## config.mk

```make
export PLATFORM = sky130hd
export DESIGN_NAME = gemm_layer_sequencer
export DESIGN_NICKNAME = d
export VERILOG_FILES = /design/src/rtl/gemm_seq_pkg.sv /design/src/rtl/gemm_desc_fifo.sv /design/src/rtl/gemm_layer_sequencer.sv
export SDC_FILE = /design/constraint.sdc
export NUM_CORES = 1
export LEC_CHECK = 0
export CAP_MARGIN = 20
export CORE_ASPECT_RATIO = 0.9
export CORE_MARGIN = 2
export CORE_UTILIZATION = 45
export DETAILED_ROUTE_END_ITERATION = 6
export DONT_BUFFER_PORTS = 1
export GPL_TIMING_DRIVEN = 0
export PLACE_DENSITY = 0.68
export SLEW_MARGIN = 20
export SYNTH_ARGS = -nofsm -noshare
export SYNTH_HDL_FRONTEND = slang
export SYNTH_SLANG_ARGS = --single-unit
```

## constraint.sdc

```tcl
create_clock -name clk_i -period 33.5 [get_ports clk_i]
set_clock_uncertainty 0.1 [all_clocks]
set_input_delay 5.025 -clock clk_i [delete_from_list [all_inputs] [get_ports clk_i]]
set_output_delay 5.025 -clock clk_i [all_outputs]
set_load 0.02 [all_outputs]
```

## src/rtl/gemm_seq_pkg.sv

```systemverilog
// gemm_seq_pkg: shared FSM state encoding and descriptor field widths for the GEMM layer sequencer
//   state_e  : IDLE/INIT/RUN/DRAIN/DONE controller states
//   desc_w() : packed descriptor width for a given geometry and beat-count width
package gemm_seq_pkg;
    typedef enum logic [2:0] {S_IDLE, S_INIT, S_RUN, S_DRAIN, S_DONE} state_e;
    localparam int STRIDE_W = 4;
    localparam int WORD_W   = 32;
    // is_fc + 6 geometry fields + 2 strides + padding + qmult/shift/offset + beat count
    function automatic int desc_w(input int addr_w, input int beat_w);
        return 1 + 6 * addr_w + 2 * STRIDE_W + 1 + 3 * WORD_W + beat_w;
    endfunction
    localparam int DESC_W = desc_w(13, 20);
endpackage

```

## src/rtl/gemm_desc_fifo.sv

```systemverilog
// gemm_desc_fifo: synchronous descriptor FIFO with full/empty flags and flush
//   clk_i, rst_ni     : clock, asynchronous active-low reset
//   flush_i           : drop all entries (wins over push/pop)
//   push_i / data_i   : write when not full
//   pop_i / data_o    : data_o is the head entry, advanced by pop when not empty
//   full_o, empty_o   : occupancy flags
module gemm_desc_fifo #(
    parameter int W     = 8,
    parameter int DEPTH = 2
) (
    input  logic         clk_i,
    input  logic         rst_ni,
    input  logic         flush_i,
    input  logic         push_i,
    input  logic         pop_i,
    input  logic [W-1:0] data_i,
    output logic [W-1:0] data_o,
    output logic         full_o,
    output logic         empty_o
);
    localparam int AW = $clog2(DEPTH);
    logic [W-1:0] mem_q [DEPTH];
    logic [AW:0]  wr_q, rd_q;
    logic         wr_en, rd_en;
    // pointers carry one extra wrap bit so full and empty are distinguishable
    assign full_o  = (wr_q[AW] != rd_q[AW]) && (wr_q[AW-1:0] == rd_q[AW-1:0]);
    assign empty_o = wr_q == rd_q;
    assign data_o  = mem_q[rd_q[AW-1:0]];
    assign wr_en   = push_i && !full_o && !flush_i;
    assign rd_en   = pop_i && !empty_o && !flush_i;
    always_ff @(posedge clk_i or negedge rst_ni) begin
        if (!rst_ni) begin
            wr_q <= '0;
            rd_q <= '0;
        end else if (flush_i) begin
            wr_q <= '0;
            rd_q <= '0;
        end else begin
            if (wr_en) wr_q <= wr_q + 1'b1;
            if (rd_en) rd_q <= rd_q + 1'b1;
        end
    end
    always_ff @(posedge clk_i) begin
        if (wr_en) mem_q[wr_q[AW-1:0]] <= data_i;
    end
endmodule

```

## src/rtl/gemm_layer_sequencer.sv

```systemverilog
// gemm_layer_sequencer: queues layer descriptors and sequences the GEMM engine one layer at a time
//   desc_*_i / desc_valid_i / desc_ready_o : descriptor push interface (valid && ready)
//   abort_i    : kill active layer and flush queue; err_clr_i clears sticky errors
//   requant_valid_i : one requantised output beat from the GEMM
//   gemm_*_o   : registered config, init pulse and conv/fc enables of the active layer
//   busy_o, layer_done_o, layer_count_o, timeout_err_o, overrun_err_o : status
module gemm_layer_sequencer
    import gemm_seq_pkg::*;
#(
    parameter int ADDR_WIDTH     = 13,
    parameter int BEAT_WIDTH     = 20,
    parameter int DESC_DEPTH     = 2,
    parameter int INIT_CYCLES    = 1,
    parameter int DRAIN_CYCLES   = 8,
    parameter int TIMEOUT_CYCLES = 4096
) (
    input  logic                  clk_i,
    input  logic                  rst_ni,
    input  logic                  desc_valid_i,
    output logic                  desc_ready_o,
    input  logic                  desc_is_fc_i,
    input  logic [ADDR_WIDTH-1:0] desc_img_row_i,
    input  logic [ADDR_WIDTH-1:0] desc_img_col_i,
    input  logic [ADDR_WIDTH-1:0] desc_ker_row_i,
    input  logic [ADDR_WIDTH-1:0] desc_ker_col_i,
    input  logic [ADDR_WIDTH-1:0] desc_in_ch_i,
    input  logic [ADDR_WIDTH-1:0] desc_out_ch_i,
    input  logic [3:0]            desc_stride_h_i,
    input  logic [3:0]            desc_stride_w_i,
    input  logic                  desc_padding_i,
    input  logic [31:0]           desc_qmult_i,
    input  logic [31:0]           desc_shift_i,
    input  logic [31:0]           desc_out_offset_i,
    input  logic [BEAT_WIDTH-1:0] desc_out_beats_i,
    input  logic                  abort_i,
    input  logic                  err_clr_i,
    input  logic                  requant_valid_i,
    output logic                  gemm_init_o,
    output logic                  gemm_conv_en_o,
    output logic                  gemm_fc_en_o,
    output logic [ADDR_WIDTH-1:0] gemm_img_row_o,
    output logic [ADDR_WIDTH-1:0] gemm_img_col_o,
    output logic [ADDR_WIDTH-1:0] gemm_ker_row_o,
    output logic [ADDR_WIDTH-1:0] gemm_ker_col_o,
    output logic [ADDR_WIDTH-1:0] gemm_in_ch_o,
    output logic [ADDR_WIDTH-1:0] gemm_out_ch_o,
    output logic [3:0]            gemm_stride_h_o,
    output logic [3:0]            gemm_stride_w_o,
    output logic                  gemm_padding_o,
    output logic [31:0]           gemm_qmult_o,
    output logic [31:0]           gemm_shift_o,
    output logic [31:0]           gemm_out_offset_o,
    output logic                  busy_o,
    output logic                  layer_done_o,
    output logic [15:0]           layer_count_o,
    output logic                  timeout_err_o,
    output logic                  overrun_err_o
);
    localparam int DW = desc_w(ADDR_WIDTH, BEAT_WIDTH);
    localparam int CW = $clog2((INIT_CYCLES > DRAIN_CYCLES ? INIT_CYCLES : DRAIN_CYCLES) + 1);
    localparam int WW = $clog2(TIMEOUT_CYCLES + 1);
    localparam logic [CW-1:0] INIT_LAST  = CW'(INIT_CYCLES - 1);
    localparam logic [CW-1:0] DRAIN_LAST = CW'(DRAIN_CYCLES - 1);
    localparam logic [WW-1:0] WD_LAST    = WW'(TIMEOUT_CYCLES - 1);
    state_e                state_q;
    logic [DW-1:0]         cfg_q, head;
    logic [CW-1:0]         cnt_q;
    logic [BEAT_WIDTH-1:0] beat_cnt_q, cfg_beats;
    logic [WW-1:0]         wdog_q;
    logic                  cfg_fc, rdy_q, fifo_full, fifo_empty, pop;
    // rdy_q keeps desc_ready low until the first clock after reset release
    assign desc_ready_o = rdy_q && !fifo_full && !abort_i;
    assign pop          = state_q == S_IDLE && !fifo_empty && !abort_i;
    assign busy_o       = state_q != S_IDLE || !fifo_empty;
    assign {cfg_fc, gemm_img_row_o, gemm_img_col_o, gemm_ker_row_o, gemm_ker_col_o, gemm_in_ch_o,
            gemm_out_ch_o, gemm_stride_h_o, gemm_stride_w_o, gemm_padding_o, gemm_qmult_o,
            gemm_shift_o, gemm_out_offset_o, cfg_beats} = cfg_q;
    gemm_desc_fifo #(.W(DW), .DEPTH(DESC_DEPTH)) u_fifo (
        .clk_i   (clk_i),
        .rst_ni  (rst_ni),
        .flush_i (abort_i),
        .push_i  (desc_valid_i && desc_ready_o),
        .pop_i   (pop),
        .data_i  ({desc_is_fc_i, desc_img_row_i, desc_img_col_i, desc_ker_row_i, desc_ker_col_i,
                   desc_in_ch_i, desc_out_ch_i, desc_stride_h_i, desc_stride_w_i, desc_padding_i,
                   desc_qmult_i, desc_shift_i, desc_out_offset_i, desc_out_beats_i}),
        .data_o  (head),
        .full_o  (fifo_full),
        .empty_o (fifo_empty)
    );
    // later assignments in this block override earlier ones: error sets beat err_clr,
    // and abort overrides every state transition
    always_ff @(posedge clk_i or negedge rst_ni) begin
        if (!rst_ni) begin
            state_q        <= S_IDLE;
            cfg_q          <= '0;
            cnt_q          <= '0;
            beat_cnt_q     <= '0;
            wdog_q         <= '0;
            rdy_q          <= 1'b0;
            gemm_init_o    <= 1'b0;
            gemm_conv_en_o <= 1'b0;
            gemm_fc_en_o   <= 1'b0;
            layer_done_o   <= 1'b0;
            layer_count_o  <= '0;
            timeout_err_o  <= 1'b0;
            overrun_err_o  <= 1'b0;
        end else begin
            rdy_q        <= 1'b1;
            layer_done_o <= 1'b0;
            if (err_clr_i) begin
                timeout_err_o <= 1'b0;
                overrun_err_o <= 1'b0;
            end
            if (requant_valid_i && state_q inside {S_IDLE, S_DRAIN, S_DONE}) overrun_err_o <= 1'b1;
            if (abort_i) begin
                state_q        <= S_IDLE;
                gemm_init_o    <= 1'b0;
                gemm_conv_en_o <= 1'b0;
                gemm_fc_en_o   <= 1'b0;
            end else begin
                case (state_q)
                    S_IDLE: if (pop) begin
                        cfg_q       <= head;
                        cnt_q       <= '0;
                        beat_cnt_q  <= '0;
                        wdog_q      <= '0;
                        gemm_init_o <= 1'b1;
                        state_q     <= S_INIT;
                    end
                    S_INIT: if (cnt_q == INIT_LAST) begin
                        cnt_q       <= '0;
                        gemm_init_o <= 1'b0;
                        if (cfg_beats == '0) begin
                            state_q       <= S_DONE;
                            layer_done_o  <= 1'b1;
                            layer_count_o <= layer_count_o + 1'b1;
                        end else begin
                            state_q        <= S_RUN;
                            gemm_conv_en_o <= !cfg_fc;
                            gemm_fc_en_o   <= cfg_fc;
                        end
                    end else cnt_q <= cnt_q + 1'b1;
                    S_RUN: if (requant_valid_i) begin
                        beat_cnt_q <= beat_cnt_q + 1'b1;
                        wdog_q     <= '0;
                        if (beat_cnt_q + 1'b1 == cfg_beats) begin
                            state_q        <= S_DRAIN;
                            gemm_conv_en_o <= 1'b0;
                            gemm_fc_en_o   <= 1'b0;
                        end
                    end else if (wdog_q == WD_LAST) begin
                        state_q        <= S_DONE;
                        timeout_err_o  <= 1'b1;
                        layer_done_o   <= 1'b1;
                        layer_count_o  <= layer_count_o + 1'b1;
                        gemm_conv_en_o <= 1'b0;
                        gemm_fc_en_o   <= 1'b0;
                    end else wdog_q <= wdog_q + 1'b1;
                    S_DRAIN: if (cnt_q == DRAIN_LAST) begin
                        state_q       <= S_DONE;
                        layer_done_o  <= 1'b1;
                        layer_count_o <= layer_count_o + 1'b1;
                    end else cnt_q <= cnt_q + 1'b1;
                    S_DONE: state_q <= S_IDLE;
                    default: state_q <= S_IDLE;
                endcase
            end
        end
    end
endmodule

```

# [Word-level counts from Yosys, hierarchy flattened]
# Memories as Yosys holds them, arrays and structs flattened. A register that Yosys moved wholly into a read port is not among the register bits.
# Index checks and enable logic that the tools add are counted.
[totals] register_bits=67 latch_bits=0 mem_bits_rw=408 rom_bits=0 out_inout_bits=207 wordCells=146 mem_count=1
[op_classes] add_sub_neg=6 multipliers=0 div=0 n_lt_le_gt_ge=0 n_eq_ne=25 n_shift=0 n_mux=61 n_bitwise=1 n_reduce_logical=38
[memory_table] memory="u_fifo.mem_q" depth=2 word_bits=204 read_ports=1 rd_ports_with_merged_regs=1 write_ports=1 line="gemm_desc_fifo.sv:22" text="logic [W-1:0] mem_q [DEPTH];"
[op_table] operator="16-bit 2-to-1 mux" n=5
[op_table] operator="16-bit case mux with 3 select lines" n=1
[op_table] operator="20-bit 2-to-1 mux" n=2
[op_table] operator="20-bit case mux with 2 select lines" n=1
[op_table] operator="13-bit 2-to-1 mux" n=3
[op_table] operator="1-bit 2-to-1 mux" n=27
[op_table] operator="13-bit case mux with 2 select lines" n=1
[op_table] operator="3-bit 2-to-1 mux" n=8
[op_table] operator="20-bit by 1-bit adder with 20-bit output (second input constant)" n=1
[op_table] operator="20-bit == test" n=1
[op_table] operator="20-bit logical NOT" n=1
[op_table] operator="3-bit nonzero test" n=6
[op_table] operator="16-bit by 1-bit adder with 16-bit output (second input constant)" n=1
[op_table] operator="13-bit by 1-bit adder with 13-bit output (second input constant)" n=1
[op_table] operator="13-bit by 12-bit == test with 1-bit output (second input constant)" n=1
[op_table] operator="4-bit 2-to-1 mux" n=3
[op_table] operator="2-bit != test (second input constant)" n=6
[op_table] operator="3-bit case mux with 4 select lines" n=1
[op_table] operator="4-bit case mux with 3 select lines" n=1
[op_table] operator="4-bit AND reduction" n=3
[op_table] operator="1-bit logical AND" n=11
[op_table] operator="5-bit AND reduction" n=2
[op_table] operator="3-bit != test (second input constant)" n=3
[op_table] operator="2-bit 2-to-1 mux" n=4
[op_table] operator="22 further kinds" n=37

# [Longest topological paths before layout]
# Gate-level depths: netlist (run 1).
[logic_depth] word_depth=10 ltp_mapped=10 ltp_nobuf=10

# [Modules after synthesis]
# A second synthesis (run 1) with hierarchy kept.
[unflattened] hier_cells=1718 hier_area_um2=27811.7
[modules_own_cells] mod="gemm_desc_fifo" n_inst=1 cells_each=666 area_per_inst_um2=15077.0
[modules_own_cells] mod="gemm_layer_sequencer" n_inst=1 cells_each=1052 area_per_inst_um2=12734.7

# [Worst setup path after synthesis (run 1)]
# No wires, ideal clock.
[synth_timing] path_type="input -> register" start="in abort_i" end="reg u_fifo.wr_q[1]" setup_time_ns=0.492 t_arrival_ns=15.212 slack_ns=17.695 stages=6 path_buffers=2 path_cell_list="clkbuf_1 -> clkbuf_1 -> nor3b_1 -> nand2_1 -> nor2_1 -> mux2i_1"
[synth_between] elab_chain_len=6 word_cells_on_any_way=7 classes_between="mux (1); reduce/logical (6)"
[synth_rtl] element="from (decl)" line="gemm_layer_sequencer.sv:35" text="input logic abort_i,"
[synth_rtl] element="1-bit logical NOT" line="gemm_layer_sequencer.sv:72" text="assign desc_ready_o = rdy_q && !fifo_full && !abort_i;"
[synth_rtl] element="1-bit logical AND" line="gemm_layer_sequencer.sv:72"
[synth_rtl] element="named net desc_ready_o" line="gemm_layer_sequencer.sv:20" text="output logic desc_ready_o,"
[synth_rtl] element="1-bit logical AND" line="gemm_layer_sequencer.sv:82" text=".push_i (desc_valid_i && desc_ready_o),"
[synth_rtl] element="1-bit logical AND (2 in a row)" line="gemm_desc_fifo.sv:29" text="assign wr_en = push_i && !full_o && !flush_i;"
[synth_rtl] element="2-bit nonzero test (no line)"
[synth_rtl] element="to (signal assigned)" line="gemm_desc_fifo.sv:39" text="if (wr_en) wr_q <= wr_q + 1'b1;"
[synth_rtl] element="to (decl)" line="gemm_desc_fifo.sv:23" text="logic [AW:0] wr_q, rd_q;"
# The timed path passes the listed nets, and every way through them passes these cells.
# A chain may end at the register's enable or synchronous reset.

# [Worst setup path in the final report (run 1)]
[layout_timing] start="in abort_i" end="out desc_ready_o"
[layout_between] elab_chain_len=2
[layout_rtl] element="1-bit logical NOT" line="gemm_layer_sequencer.sv:72"
[layout_rtl] element="1-bit logical AND" line="gemm_layer_sequencer.sv:72"
[layout_rtl] element="to (decl)" line="gemm_layer_sequencer.sv:20"
# Every way passes these cells.

==> impl_metrics.py, run 1 <==
metrics = {
    "run_status": {
        "status": "finished clean",
    },
    "clock_network": {
        "cts_hold_buf": 0,
        "clkTransAtPathRegs_ps": 60,
        "cts_tree": "done",
        "cts_buffers": 72,
        "cts_setup_buffers": 0,
        "root_buffer": "clkbuf_16",
        "ctsResizeCount": 0,
        "cts.sinks": 679,
        "cts_max_level": 3,
        "clock_latency_ps": 630,
        "clk_path_buf_depth": 3,
    },
    "placement": {
        "place_congestion": 0.859,
        "dp_hpwl_um": 41300,
        "io_buffers": 0,
        "placed_cells": 2707,
    },
    "global_routing": {
        "first_global_vias": 15100,
        "grt-ovfl-total": 0,
        "grt_pass1_wl_um": 91600,
        "grt_usage_pct": 19.5,
        "grt_max_degree": 272,
        "antenna_found_initial": 4,
    },
    "sta": {
        "whs_ps": 378,
        "fmax_mhz": 86.9,
        "tightest_slew_ps": 1090,
        "period_share_pct": 34.3,
        "setup_violations": 0,
        "maxSlewHeadroom_pct": 27.1,
        "finalHoldViolations": 0,
        "rsz0062_at_grt": "no",
        "maxSlewViolCount": 0,
        "post-route-min-period_ps": 11500,
        "setup_tns_ps": 0,
    },
    "detailed_routing": {
        "drc": 0,
        "routed-wl-met2_um": 29200,
        "vias_per_cell": 5.25,
        "top_layer_used": "met5",
        "wirelength_um": 60100,
        "wl_per_cell_um": 21.1,
        "ant_nets": 0,
        "drtIter0Drc": 911,
        "wl_met1_um": 24600,
        "first_pass_iters": 5,
        "vias": 14900,
        "dr_wl_met3_um": 4610,
    },
    "worst_hold_path": {
        "hold_start": "cfg_q[59]",
        "whs_endpoint": "cfg_q[59]",
        "min_path_cells": 2,
        "hold_path.class": "reg -> reg",
    },
    "power": {
        "power_mw": 2.60,
        "p_sw_share_pct": 32.6,
        "peakVddDrop_uv": 67.0,
        "p_comb_share_pct": 26.7,
        "pwr-share-clk_pct": 30.7,
        "p_seq_share_pct": 42.6,
        "power.switching_uw": 850,
        "p_int_mw": 1.75,
        "leakage_nw": 11.8,
        "p_per_area_nw_per_um2": 84.7,
    },
    "worst_setup_path": {
        "critPathLaunchType": "input pin",
        "rr_worst_depth": 10,
        "slowest_stage": "nor3b_1",
        "ff2ff_setup_slack_ps": 28980,
        "crit_path_frequent_cell": "clkbuf_1",
        "r2r-start": "u_fifo.rd_q[0]",
        "crit_chain": "clkbuf_1 > clkbuf_1 > nor3b_1",
        "cp-end-kind": "output port",
        "worstPathRequired_ps": 28380,
        "timing.rr.end": "cfg_q[200]",
        "slowest_delay_ps": 840,
        "worstPathArrival_ps": 6380,
        "path_max_fanout": 10,
        "path_class": "in -> out",
    },
    "cells_and_area": {
        "nNetsFinal": 2223,
        "stdcell_count": 2842,
        "layout_commonest_cell": "edfxtp_1",
        "syn_to_final_growth_pct": 14.7,
        "seqCellArea_um2": 19000,
        "final_cell_mix": "408 x edfxtp_1, 271 x dfrtp_1, 238 x o21ai_0",
        "multi_input_area_um2": 6040,
        "drive_gt1_share_pct": 16.4,
        "fillCellCount": 4798,
    },
    "synthesis": {
        "yosysSeqAreaShare_pct": 71.0,
        "syn_nets": 2128,
        "yosysTopAreaCellShare_pct": 45.7,
        "synth_cells": 1913,
        "yosysWarnings": 0,
        "synthTopCellsByArea": "edfxtp_1 46%, dfrtp_1 25%, mux2i_1 7.7%",
        "avgSynthCellArea_um2": 14.0,
        "yosysTopAreaCell": "edfxtp_1",
        "synth_seq_cells": 679,
        "synth_cell_types": 56,
        "syn_area_um2": 26800,
    },
    "die": {
        "pin_count": 417,
        "rows": 84,
        "die_x_um": 261,
        "core_um2": 58600,
        "die_h_um": 236,
        "initial_utilization_pct": 45.7,
        "dieArea_um2": 61600,
    },
    "job": {
        "max_cap_viol_count": 0,
    },
}
==> logic make-up after synthesis <==
logic type	count (synthesis)	share of synthesized area, %
flops	679	71.0
simple gates	392	6.76
compound gates	291	5.86
buf+inv	281	6.55
mux	208	7.77
xor+xnor	56	1.83
fa+ha+maj	5	0.233
other cells	1	0.0140
==> synth_stat cells, drive strengths merged <==
library cell and count:
and4 5, buf 194, a21o 1, ha 5, a31oi 5, o22ai 3, xnor2 37, a22o 4
mux2 2, nor4b 1, nor3b 2, nand2b 4, and3 10, o22a 1, o31ai 8, o21ai 238
dfrtp 271, or4 1, o41ai 2, a32o 1, nand3 28, and3b 1, a21oi 20, nand2 234
edfxtp 408, mux2i 206, nor4 13, xor2 19, a211oi 3, nand3b 3, nand4b 2, conb 1
o32ai 1, and2 9, a2111oi 3, clkbuf 76, inv 11, nor2b 2, o211ai 1, or3 5
or4b 2, nor2 49, nor3 8, nand4 13
==> cell type report <==
class,instances,area share (%)
Clock inverter,40,1.56
Buffer,270,5.58
Clock buffer,93,6.38
Inverter,11,0.134
Sequential cell,679,61.9
Tap cell,774,3.15
Timing Repair Buffer,21,1.63
Antenna cell,1,0.00814
Multi-Input combinational cell,953,19.7
==> critical path: cells and delay by family <==
family        cells  cell delay, ps
buf+inv           2             500
simple gates      1             840
==> registers in the layout (all words and copies together) (netlist names) <==
signal          flops
beat_cnt_q         20
cfg_q             204
cnt_q               4
gemm_conv_en_o      1
gemm_fc_en_o        1
gemm_init_o         1
layer_count_o      16
layer_done_o        1
overrun_err_o       1
rdy_q               1
state_q             3
timeout_err_o       1
u_fifo.mem_q      408
u_fifo.rd_q         2
u_fifo.wr_q         2
wdog_q             13
==> per-stage QoR <==
stage | setup WS (ps) | util, % | area [um^2]
floorplan | 17700 | - | 26800
global placement | 11530 | 47.4 | 27800
detailed placement | 22010 | 48.2 | 28300
CTS | 22010 | 52.4 | 30700
global route | 21890 | 52.4 | 30700
finish | 22000 | 52.4 | 30700
==> layer usage <==
| layer | vias to the layer above | track usage [%] |
|---|---|---|
| li1 | 6865 | - |
| met1 | 7520 | 24.8 |
| met2 | 415 | 31.5 |
| met3 | 104 | 6.29 |
| met4 | 6 | 6.47 |
| met5 | - | 0 |
==> power by group through the flow <==
stage / Sequential, mW / Combinational, mW / Clock (mW)
floorplan: 1.10 / 0.555 / 0
global placement: 1.13 / 0.685 / 0
detailed placement: 1.12 / 0.704 / 0
CTS: 1.11 / 0.706 / 0.815
global route: 1.13 / 0.756 / 0.849
finish: 1.11 / 0.696 / 0.799
==> worst max path at each step <==
| stage | end | cells after the start | from | slack (ps) |
|---|---|---|---|---|
| 5_1_grt | desc_ready_o | 3 | abort_i | 21890 |
| 4_1_cts | desc_ready_o | 3 | abort_i | 22010 |
| 2_1_floorplan | u_fifo.wr_q[1] | 6 | abort_i | 17700 |
| 3_3_place_gp | u_fifo.wr_q[1] | 6 | abort_i | 11530 |
| 3_5_place_dp | desc_ready_o | 3 | abort_i | 22010 |
| 6_report | desc_ready_o | 3 | abort_i | 22000 |
Power figures use the tool's default switching activity.
==> inputs of run 2 (changes only) <==
--- a/config.mk
+++ b/config.mk
@@ -5,6 +5,7 @@
 export SDC_FILE = /design/constraint.sdc
 export NUM_CORES = 1
 export LEC_CHECK = 0
+export ABC_AREA = 1
 export CAP_MARGIN = 20
 export CORE_ASPECT_RATIO = 0.9
 export CORE_MARGIN = 2
==> constraint.sdc (replaced) <==
create_clock -name clk_i -period 11.39 [get_ports clk_i]
set_clock_uncertainty 0.1 [all_clocks]
set_input_delay 1.7085 -clock clk_i [delete_from_list [all_inputs] [get_ports clk_i]]
set_output_delay 1.7085 -clock clk_i [all_outputs]
set_load 0.02 [all_outputs]
==> run 2 against run 1 <==
  * Clock power grew to 3.0 times the previous value
  * Largest cell class unchanged
  * Setup slack lost 15000 ps
  * Critical path type is now in -> reg
  * Die area grew 1.5%
  * Worst hold slack gained 0.81 ps
  * Combinational power grew to 3.4 times the previous value
==> impl_metrics.py, run 2 <==
metrics = {
    "run_status": {
        "status": "finished clean",
    },
    "cells_and_area": {
        "drive_gt1_share_pct": 14.8,
        "final_cell_mix": "465 x nor2_1, 408 x edfxtp_1, 368 x nand2_1",
        "syn_to_final_growth_pct": 14.5,
        "final_core_util_pct": 52.1,
        "nNetsFinal": 2617,
        "largest_reg_flops": 408,
        "final_cell_area_um2": 31200,
        "layout_commonest_cell": "nor2_1",
    },
    "global_routing": {
        "grt_max_degree": 272,
        "grt-ovfl-total": 0,
        "grt_usage_pct": 20.7,
        "grt_pass1_wl_um": 98600,
        "antenna_found_initial": 6,
        "first_global_vias": 16800,
    },
    "die": {
        "core_um2": 59800,
        "pin_count": 417,
        "die_x_um": 263,
        "dieArea_um2": 62500,
        "rows": 85,
        "initial_utilization_pct": 45.5,
        "die_h_um": 237,
    },
    "clock_network": {
        "clk_path_buf_depth": 3,
        "root_buffer": "clkbuf_16",
        "cts_tree": "done",
        "cts_buffers": 71,
        "clock_latency_ps": 610,
        "cts_setup_buffers": 0,
        "ctsResizeCount": 0,
        "cts.sinks": 679,
        "cts_hold_buf": 0,
        "clkTransAtPathRegs_ps": 60,
        "cts_max_level": 3,
    },
    "detailed_routing": {
        "vias": 16900,
        "ant_nets": 0,
        "drtIter0Drc": 1052,
        "drc": 0,
        "wirelength_um": 65000,
        "wl_per_cell_um": 20.0,
        "first_pass_iters": 5,
        "vias_per_cell": 5.22,
    },
    "worst_setup_path": {
        "critPathLaunchType": "input pin",
        "worstPathRequired_ps": 11620,
        "worstPathArrival_ps": 4260,
        "path_class": "in -> reg",
        "cp-end-kind": "flop",
        "ff2ff_setup_slack_ps": 7510,
        "path_max_fanout": 22,
    },
    "synthesis": {
        "yosysWarnings": 0,
        "synth_cells": 2309,
        "synthTopCellsByCount": "467 x nor2_1, 408 x edfxtp_1, 368 x nand2_1",
        "synth_seq_cells": 679,
        "syn_nets": 2524,
        "ys.flop_type": "edfxtp_1",
        "synth_cell_types": 42,
        "async_reset_ff_share_pct": 39.9,
        "syn_area_um2": 27200,
        "yosysTopAreaCellShare_pct": 45.0,
        "synthMostInstantiatedCell": "nor2_1",
        "synthTopCellsByArea": "edfxtp_1 45%, dfrtp_1 25%, nor2_1 6.4%",
        "synth_edf_count": 408,
        "yosysTopAreaCell": "edfxtp_1",
        "avgSynthCellArea_um2": 11.8,
        "yosysSeqAreaShare_pct": 69.9,
    },
    "sta": {
        "setup_violations": 0,
        "period_share_pct": 35.4,
        "finalHoldViolations": 0,
        "maxSlewHeadroom_pct": 32.7,
        "post-route-min-period_ps": 4030,
        "rsz0062_at_grt": "no",
        "fmax_mhz": 248,
        "tightest_slew_ps": 1010,
        "setup_tns_ps": 0,
        "maxSlewViolCount": 0,
    },
    "worst_hold_path": {
        "hold_path.class": "reg -> reg",
    },
    "power": {
        "power_mw": 8.12,
        "leakage_nw": 12.5,
        "peakVddDrop_uv": 176,
        "p_per_area_nw_per_um2": 261,
    },
    "job": {
        "max_cap_viol_count": 0,
    },
    "placement": {
        "dp_hpwl_um": 44800,
        "io_buffers": 0,
        "dpl_cell_area_um2": 28700,
        "place_congestion": 0.869,
    },
}
-- run 2: cell types whose count changed in the layout (fill, tap and decap cells not counted), moves of 17 or more --
cell / before / now
nor2_1: 47 / 465
o21ai_0: 238 / 38
mux2i_1: 206 / 0
nand2_1: 234 / 368
xnor2_1: 37 / 12
buf_2: 3 / 20
inv_1: 11 / 92
o31ai_1: 8 / 204
-- run 2: worst max-delay path, stage by stage --
cell and delay, ps:
nor2_1 360, nand2_1 310, nor2_4 680, buf_12 270
buf_16 180, buf_16 160, buf_16 170, buf_16 170
buf_16 180
-- run 2: through the flow --
step | setup WS, ps | hold slack, ps | std cells
after floorplan | 3240 | 345 | 2309
after global placement | -184 | 366 | 3092
after detailed placement | 6700 | 370 | 3112
after CTS | 7370 | 384 | 3244
after global routing | 7220 | 406 | 3246
final | 7360 | 379 | 3246
-- run 2: final cells by class --
class | instances | area, um^2
Clock inverter | 28 | 452
Buffer | 278 | 1760
Antenna cell | 2 | 5.00
Tap cell | 783 | 980
Sequential cell | 679 | 19000
Multi-Input combinational cell | 1254 | 6080
Clock buffer | 104 | 1990
Timing Repair Buffer | 20 | 490
Fill cell | 5037 | 28600
Inverter | 98 | 368
-- run 2: kinds of logic after synthesis --
group | Yosys count | synth area share (%)
xor+xnor | 20 | 0.671
simple gates | 942 | 14.1
fa+ha+maj | 5 | 0.230
compound gates | 286 | 7.30
flops | 679 | 69.9
buf+inv | 376 | 7.80
other cells | 1 | 0.0138
-- run 2: per-layer routing --
layer  up-vias  routed length, um  track usage (%)
met5         -                 58                0
met1      8327              25300             24.7
met2       558              31700             34.5
met4         8               2430             8.21
li1       7913                  -                -
met3       142               5440             7.04
-- run 2: final timing paths --
check | start | to | depth (start not counted)
setup / recovery | abort_i | u_fifo.mem_q[1][161] | 9
hold reg to reg | cfg_q[27] | cfg_q[27] | 2
setup reg to reg | u_fifo.rd_q[0] | u_fifo.mem_q[1][161] | 13
max in group asynchronous | rst_ni | cfg_q[168] | 0
hold / removal | cfg_q[27] | cfg_q[27] | 2
min in group asynchronous | rst_ni | cfg_q[82] | 0
-- run 2: power by group --
part	internal, mW	leakage (nW)	switching, mW
sequential	3.08	7.10	0.282
combinational	0.848	4.26	1.53
clock	1.40	1.18	0.972
total	5.33	12.5	2.79
